File: src/rtl/pwm_pkg.sv
// Shared definitions for the PWM register block and the SPI peripheral:
// register map, highest valid address, arbiter states and write request layout.
package pwm_pkg;

    localparam int ADDR_EN_OUT_LO = 0;
    localparam int ADDR_EN_OUT_HI = 1;
    localparam int ADDR_EN_PWM_LO = 2;
    localparam int ADDR_EN_PWM_HI = 3;
    localparam int ADDR_DUTY      = 4;
    localparam int MAX_ADDR       = ADDR_DUTY;
    localparam int NUM_REGS       = ADDR_DUTY + 1;

    typedef enum logic {
        IDLE = 1'b0,
        ACK  = 1'b1
    } arb_state_e;

    typedef struct packed {
        logic [6:0] addr;
        logic [7:0] data;
    } wr_req_t;

endpackage

File: src/rtl/pwm_gen.sv
// Prescaled 8-bit PWM counter plus per-bit compare against the active registers.
// wrap strobes combinationally on the clock that takes cnt from 255 to 0.
module pwm_gen #(
    parameter int DIV = 4
) (
    input  logic        clk,
    input  logic        rst_n,
    input  logic [15:0] en_out,
    input  logic [15:0] en_pwm,
    input  logic [7:0]  duty,
    output logic [15:0] pwm_out,
    output logic        wrap
);

    logic [15:0] pre;
    logic [7:0]  cnt;
    logic        tick;
    logic        pwm_bit;

    assign tick    = (pre == 16'(DIV - 1));
    assign wrap    = tick && (cnt == 8'hFF);
    // duty 0xFF means fully on, which plain cnt < duty cannot express
    assign pwm_bit = (duty == 8'hFF) || (cnt < duty);

    // Prescaler and counter: cnt steps once every DIV clocks, wrapping naturally
    always_ff @(posedge clk or negedge rst_n) begin
        if (!rst_n) begin
            pre <= '0;
            cnt <= '0;
        end else if (tick) begin
            pre <= '0;
            cnt <= cnt + 8'd1;
        end else begin
            pre <= pre + 16'd1;
        end
    end

    // Registered output: disabled -> 0, static -> 1, otherwise the PWM compare
    always_ff @(posedge clk or negedge rst_n) begin
        if (!rst_n) begin
            pwm_out <= '0;
        end else begin
            pwm_out <= en_out & (~en_pwm | {16{pwm_bit}});
        end
    end

endmodule

File: src/rtl/pwm_reg_scheduler.sv
// Two-requester register write port (SPI / host) with round-robin arbitration,
// shadow registers and period-aligned commit into the active PWM registers.
module pwm_reg_scheduler #(
    parameter int MAX_ADDR = pwm_pkg::MAX_ADDR,
    parameter int DIV      = 4
) (
    input  logic        clk,
    input  logic        rst_n,
    input  logic        spi_req,
    input  logic [6:0]  spi_addr,
    input  logic [7:0]  spi_data,
    input  logic        host_req,
    input  logic [6:0]  host_addr,
    input  logic [7:0]  host_data,
    output logic        spi_ack,
    output logic        host_ack,
    output logic        wr_err,
    output logic [15:0] pwm_out,
    output logic        commit
);

    import pwm_pkg::arb_state_e;
    import pwm_pkg::IDLE;
    import pwm_pkg::ACK;
    import pwm_pkg::wr_req_t;
    import pwm_pkg::NUM_REGS;
    import pwm_pkg::ADDR_EN_OUT_LO;
    import pwm_pkg::ADDR_EN_OUT_HI;
    import pwm_pkg::ADDR_EN_PWM_LO;
    import pwm_pkg::ADDR_EN_PWM_HI;
    import pwm_pkg::ADDR_DUTY;

    arb_state_e               state;
    logic                     rr_host;    // 1: host wins the next contended grant
    logic                     sel_host;
    logic                     grant_host;
    wr_req_t                  req_in;
    wr_req_t                  req_q;
    logic                     wr_bad;
    logic                     wr_en;
    logic                     wrap;
    logic                     dirty;
    logic [NUM_REGS-1:0][7:0] shadow;
    logic [NUM_REGS-1:0][7:0] active;

    // A lone requester always wins; on contention rr_host decides
    assign grant_host = host_req && (!spi_req || rr_host);
    assign req_in     = grant_host ? {host_addr, host_data} : {spi_addr, spi_data};
    assign wr_bad     = int'(req_q.addr) > MAX_ADDR;
    assign wr_en      = (state == ACK) && !wr_bad && (int'(req_q.addr) < NUM_REGS);

    // Arbiter: grant and latch in IDLE, ack (and flag bad address) leaving ACK
    always_ff @(posedge clk or negedge rst_n) begin
        if (!rst_n) begin
            state    <= IDLE;
            rr_host  <= 1'b0;
            sel_host <= 1'b0;
            req_q    <= '0;
            spi_ack  <= 1'b0;
            host_ack <= 1'b0;
            wr_err   <= 1'b0;
        end else begin
            spi_ack  <= 1'b0;
            host_ack <= 1'b0;
            wr_err   <= 1'b0;
            case (state)
                IDLE: begin
                    if (spi_req || host_req) begin
                        sel_host <= grant_host;
                        req_q    <= req_in;
                        rr_host  <= !rr_host;
                        state    <= ACK;
                    end
                end
                ACK: begin
                    spi_ack  <= !sel_host;
                    host_ack <= sel_host;
                    wr_err   <= wr_bad;
                    state    <= IDLE;
                end
                default: state <= IDLE;
            endcase
        end
    end

    // Shadow/active registers: commit copies pre-write shadow; a same-cycle write keeps dirty set
    always_ff @(posedge clk or negedge rst_n) begin
        if (!rst_n) begin
            shadow <= '0;
            active <= '0;
            dirty  <= 1'b0;
            commit <= 1'b0;
        end else begin
            commit <= 1'b0;
            if (wrap && dirty) begin
                active <= shadow;
                dirty  <= 1'b0;
                commit <= 1'b1;
            end
            if (wr_en) begin
                shadow[req_q.addr[2:0]] <= req_q.data;
                dirty                   <= 1'b1;
            end
        end
    end

    pwm_gen #(
        .DIV(DIV)
    ) u_gen (
        .clk     (clk),
        .rst_n   (rst_n),
        .en_out  ({active[ADDR_EN_OUT_HI], active[ADDR_EN_OUT_LO]}),
        .en_pwm  ({active[ADDR_EN_PWM_HI], active[ADDR_EN_PWM_LO]}),
        .duty    (active[ADDR_DUTY]),
        .pwm_out (pwm_out),
        .wrap    (wrap)
    );

endmodule

File: config.mk
export PLATFORM = sky130hd
export DESIGN_NAME = pwm_reg_scheduler
export DESIGN_NICKNAME = d
export VERILOG_FILES = /design/src/rtl/pwm_pkg.sv /design/src/rtl/pwm_gen.sv /design/src/rtl/pwm_reg_scheduler.sv
export SDC_FILE = /design/constraint.sdc
export NUM_CORES = 1
export LEC_CHECK = 0
export CAP_MARGIN = 10
export CORE_ASPECT_RATIO = 1.4
export CORE_UTILIZATION = 57
export DETAILED_ROUTE_END_ITERATION = 6
export PLACE_DENSITY = 0.91
export SLEW_MARGIN = 5
export SYNTH_ARGS = -nofsm -noshare
export SYNTH_HDL_FRONTEND = slang
export SYNTH_SLANG_ARGS = --single-unit
File: constraint.sdc
create_clock -name clk -period 2.2 [get_ports clk]
set_input_delay 0.44 -clock clk [delete_from_list [all_inputs] [get_ports clk]]
set_output_delay 0.44 -clock clk [all_outputs]
set_load 0.05 [all_outputs]
==> reports/results.txt <==
CP Class -> flop to flop
post-synthesis register bit count -> 143
PortBufs -> 53
setup violators final -> 0
Warnings, synthesis -> 0
WHS -> -0.01798 ns
Final #Nets -> 531
skew final -> 0.008093 ns
CP peak stage delay -> 0.43 ns
fin. max-slew vios -> 0
FF-to-FF path depth -> 6
hold crit path type -> input pin to asynchronous set/reset pin
post-DP HPWL -> 7.492 mm
Critical Path RT -> 2.49 ns
synthesized instance count -> 414
VDD IR-drop max -> 0.0006426 V
Starting Density -> 58.56%
post-route minimum period -> 2.082 ns
Met2 Wirelength -> 6.862 mm
CP arrival -> 2.38 ns
first-pass GRT wire length -> 19.77 mm
met1 WL -> 4.821 mm
ANT nets after route -> 0
Synth top area share -> 61.73%
Tcrit/Tclk final -> 94.64%
clock sinks -> 143
routed via count -> 3635
Slew @ Worst Pin -> 0.5467 ns
Post-synth top flop -> dfrtp_1
htree depth -> 4
clock tree buffer depth -> 2
f_max -> 0.4803 GHz
layout cells sized above 1 -> 26.95%
Post-synth ARST share -> 100.0%
post-synth net total -> 457
flop2flop setup slack -> 0.12 ns
Routed WL -> 12.72 mm
Reg2Reg Capture Point -> active[14]
pwr/cell area -> 980.2 nW/um^2
leak pwr -> 3.444 nW
post-route DRC violation count -> 0
global route total overflow -> 0
Max Used Layer -> met4
R2R Path Start -> u_gen.pre[8]
CTS root buf -> clkbuf_16
largest net degree at the start of global routing -> 57
status -> finished, violations left
# rows -> 43
Core Util, Final -> 73.13%
CTS tree -> done
# IOs -> 54
antenna violations before repair -> 0
core area -> 9899 um^2
Die Y -> 121.3 um
RSZ-0062 raised after global routing -> no
CP Cell Sequence -> nor4_1, nand4_1, nor3_4, buf_12, buf_12, mux2_2
vias per inst -> 5.715
CTS Buf Count -> 17
area of the mapped netlist -> 5797 um^2
Synth area leaders -> dfrtp_1, mux2_2, xnor2_1
vias in the first global route -> 3892
latest clock arrival within the worst-skew pair -> 0.41 ns
GPL Wtd Cong -> 0.8276
Post-synth EDFFs -> 0
CP max FO -> 20
Worst-path clk slew -> 0.06 ns
Slew HR -> 63.56%
Most Frequent Cell on Critical Path -> buf_12
Total GRT Usage -> 25.65%
mean post-synth cell area -> 14.00 um^2
Wirelength per Cell -> 19.99 um
die width -> 87.23 um
antenna fix cells -> 0
Unique masters post-synth -> 41
CP Capture Type -> flop
final setup TNS -> 0 ns
crit path launch type -> flop
initial DRC count -> 290
max-cap violation count -> 0
dominant cell type by area after synthesis -> dfrtp_1
iteration count of the initial detailed-routing pass -> 4
total length of routed met3 wires -> 490 um
Seq/Total Area, Yosys -> 61.73%
crit path max-delay cell type -> dfrtp_1
die area -> 10580 um^2
failing checks -> hold timing
synth-to-layout area growth -> 24.89%
Final Hold Viols -> 9
how the worst max path moves through the flow:
stage	from	to	depth (start not counted)
after global placement	u_gen.pre[0]	active[14]	6
after detailed placement	u_gen.pre[0]	active[36]	6
final	u_gen.pre[8]	active[14]	6
after global routing	u_gen.pre[0]	active[32]	7
after CTS	u_gen.pre[0]	active[15]	6
after floorplan	u_gen.pre[0]	active[15]	6
cell usage in the layout (no fill, tap or decap), drive strengths merged, types with 2 or more instances in the layout:
master,count
a21boi,17
a21oi,2
and2,3
and3,4
and4,4
buf,15
bufinv,3
clkbuf,23
clkdlybuf4s50,52
clkinv,4
clkinvlp,3
dfrtp,143
ha,9
inv,9
mux2,82
mux2i,15
nand2,25
nand3,9
nand3b,2
nand4,11
nor2,6
nor2b,2
nor3,4
nor4,3
o21a,2
o21ai,18
xnor2,18
xor2,3
metal layers:
| layer | vias to the layer above | track usage (%) |
|---|---|---|
| met1 | 1864 | 30.12 |
| met3 | 41 | 6.531 |
| li1 | 1622 | - |
| met2 | 108 | 43.01 |
| met5 | - | 0 |
| met4 | 0 | 13.42 |
worst max-delay path, delay by kind of cell (launching register included):
kind          cells  cell delay (ns)
flops             1             0.43
mux               1             0.35
buf+inv           2             0.32
simple gates      3             0.86
report_power, final:
group	switching (W)	internal [W]
Combinational	0.000313	0.000425
Sequential	0.000320	0.00306
Clock	0.00105	0.00192
Total	0.00169	0.00541
cells in the mapped netlist (3+ instances only):
cell	n
nand3_1	9
nand2_1	25
and2_1	3
nor3_1	3
ha_1	9
dfrtp_1	143
and4_1	4
nor2_1	6
clkbuf_1	5
o21ai_0	17
nand4_1	11
inv_1	9
mux2_2	80
xnor2_1	18
buf_6	4
xor2_1	3
mux2i_1	15
a21boi_0	17
and3_1	4
final cells by class:
cell class                      instances  area, um^2
Clock buffer                           22       494.2
Fill cell                             612        2660
Tap cell                              135       168.9
Inverter                                9       33.78
Clock inverter                         10       132.6
Sequential cell                       143        3578
Multi-Input combinational cell        249        2116
Timing Repair Buffer                   68       715.7
flip-flops by register name, indices dropped and copies added (netlist names):
name           count
req_q             15
u_gen.pre         16
state              1
sel_host           1
rr_host            1
commit             1
host_ack           1
dirty              1
u_gen.cnt          8
shadow            40
wr_err             1
active            40
u_gen.pwm_out     16
spi_ack            1
per-stage QoR:
stage / power, W / cell area [um^2] / worst slack [ns] / cells / hold slack (ns)
2_1_floorplan: 0.003767 / 5797 / 0.2096 / 414 / 0.1444
3_3_place_gp: 0.004033 / 6539 / 0.1581 / 600 / 0.4290
3_5_place_dp: 0.004119 / 6539 / 0.08136 / 600 / 0.4363
4_1_cts: 0.007120 / 7166 / 0.07547 / 632 / 0.006077
5_1_grt: 0.007351 / 7239 / 0.02962 / 636 / 0.01725
6_report: 0.007096 / 7239 / 0.1180 / 636 / -0.01798
cells by family after synthesis:
family	share of synthesized area, %
multiplexers	18.52
adder cells (fa/ha/maj)	1.943
XOR/XNOR	3.173
flip-flops	61.73
buffers and inverters	2.072
AND/OR/NAND/NOR	7.533
AO/OA/AOI/OAI	5.029
what timing repair did:
item | 4_1_cts | 5_1_grt
setup buffers | 0 | 2
resized for setup | 0 | 2
hold buffers | 0 | 0
endpoints found under the setup margin | 0 | 47
Power figures use the tool's default switching activity.
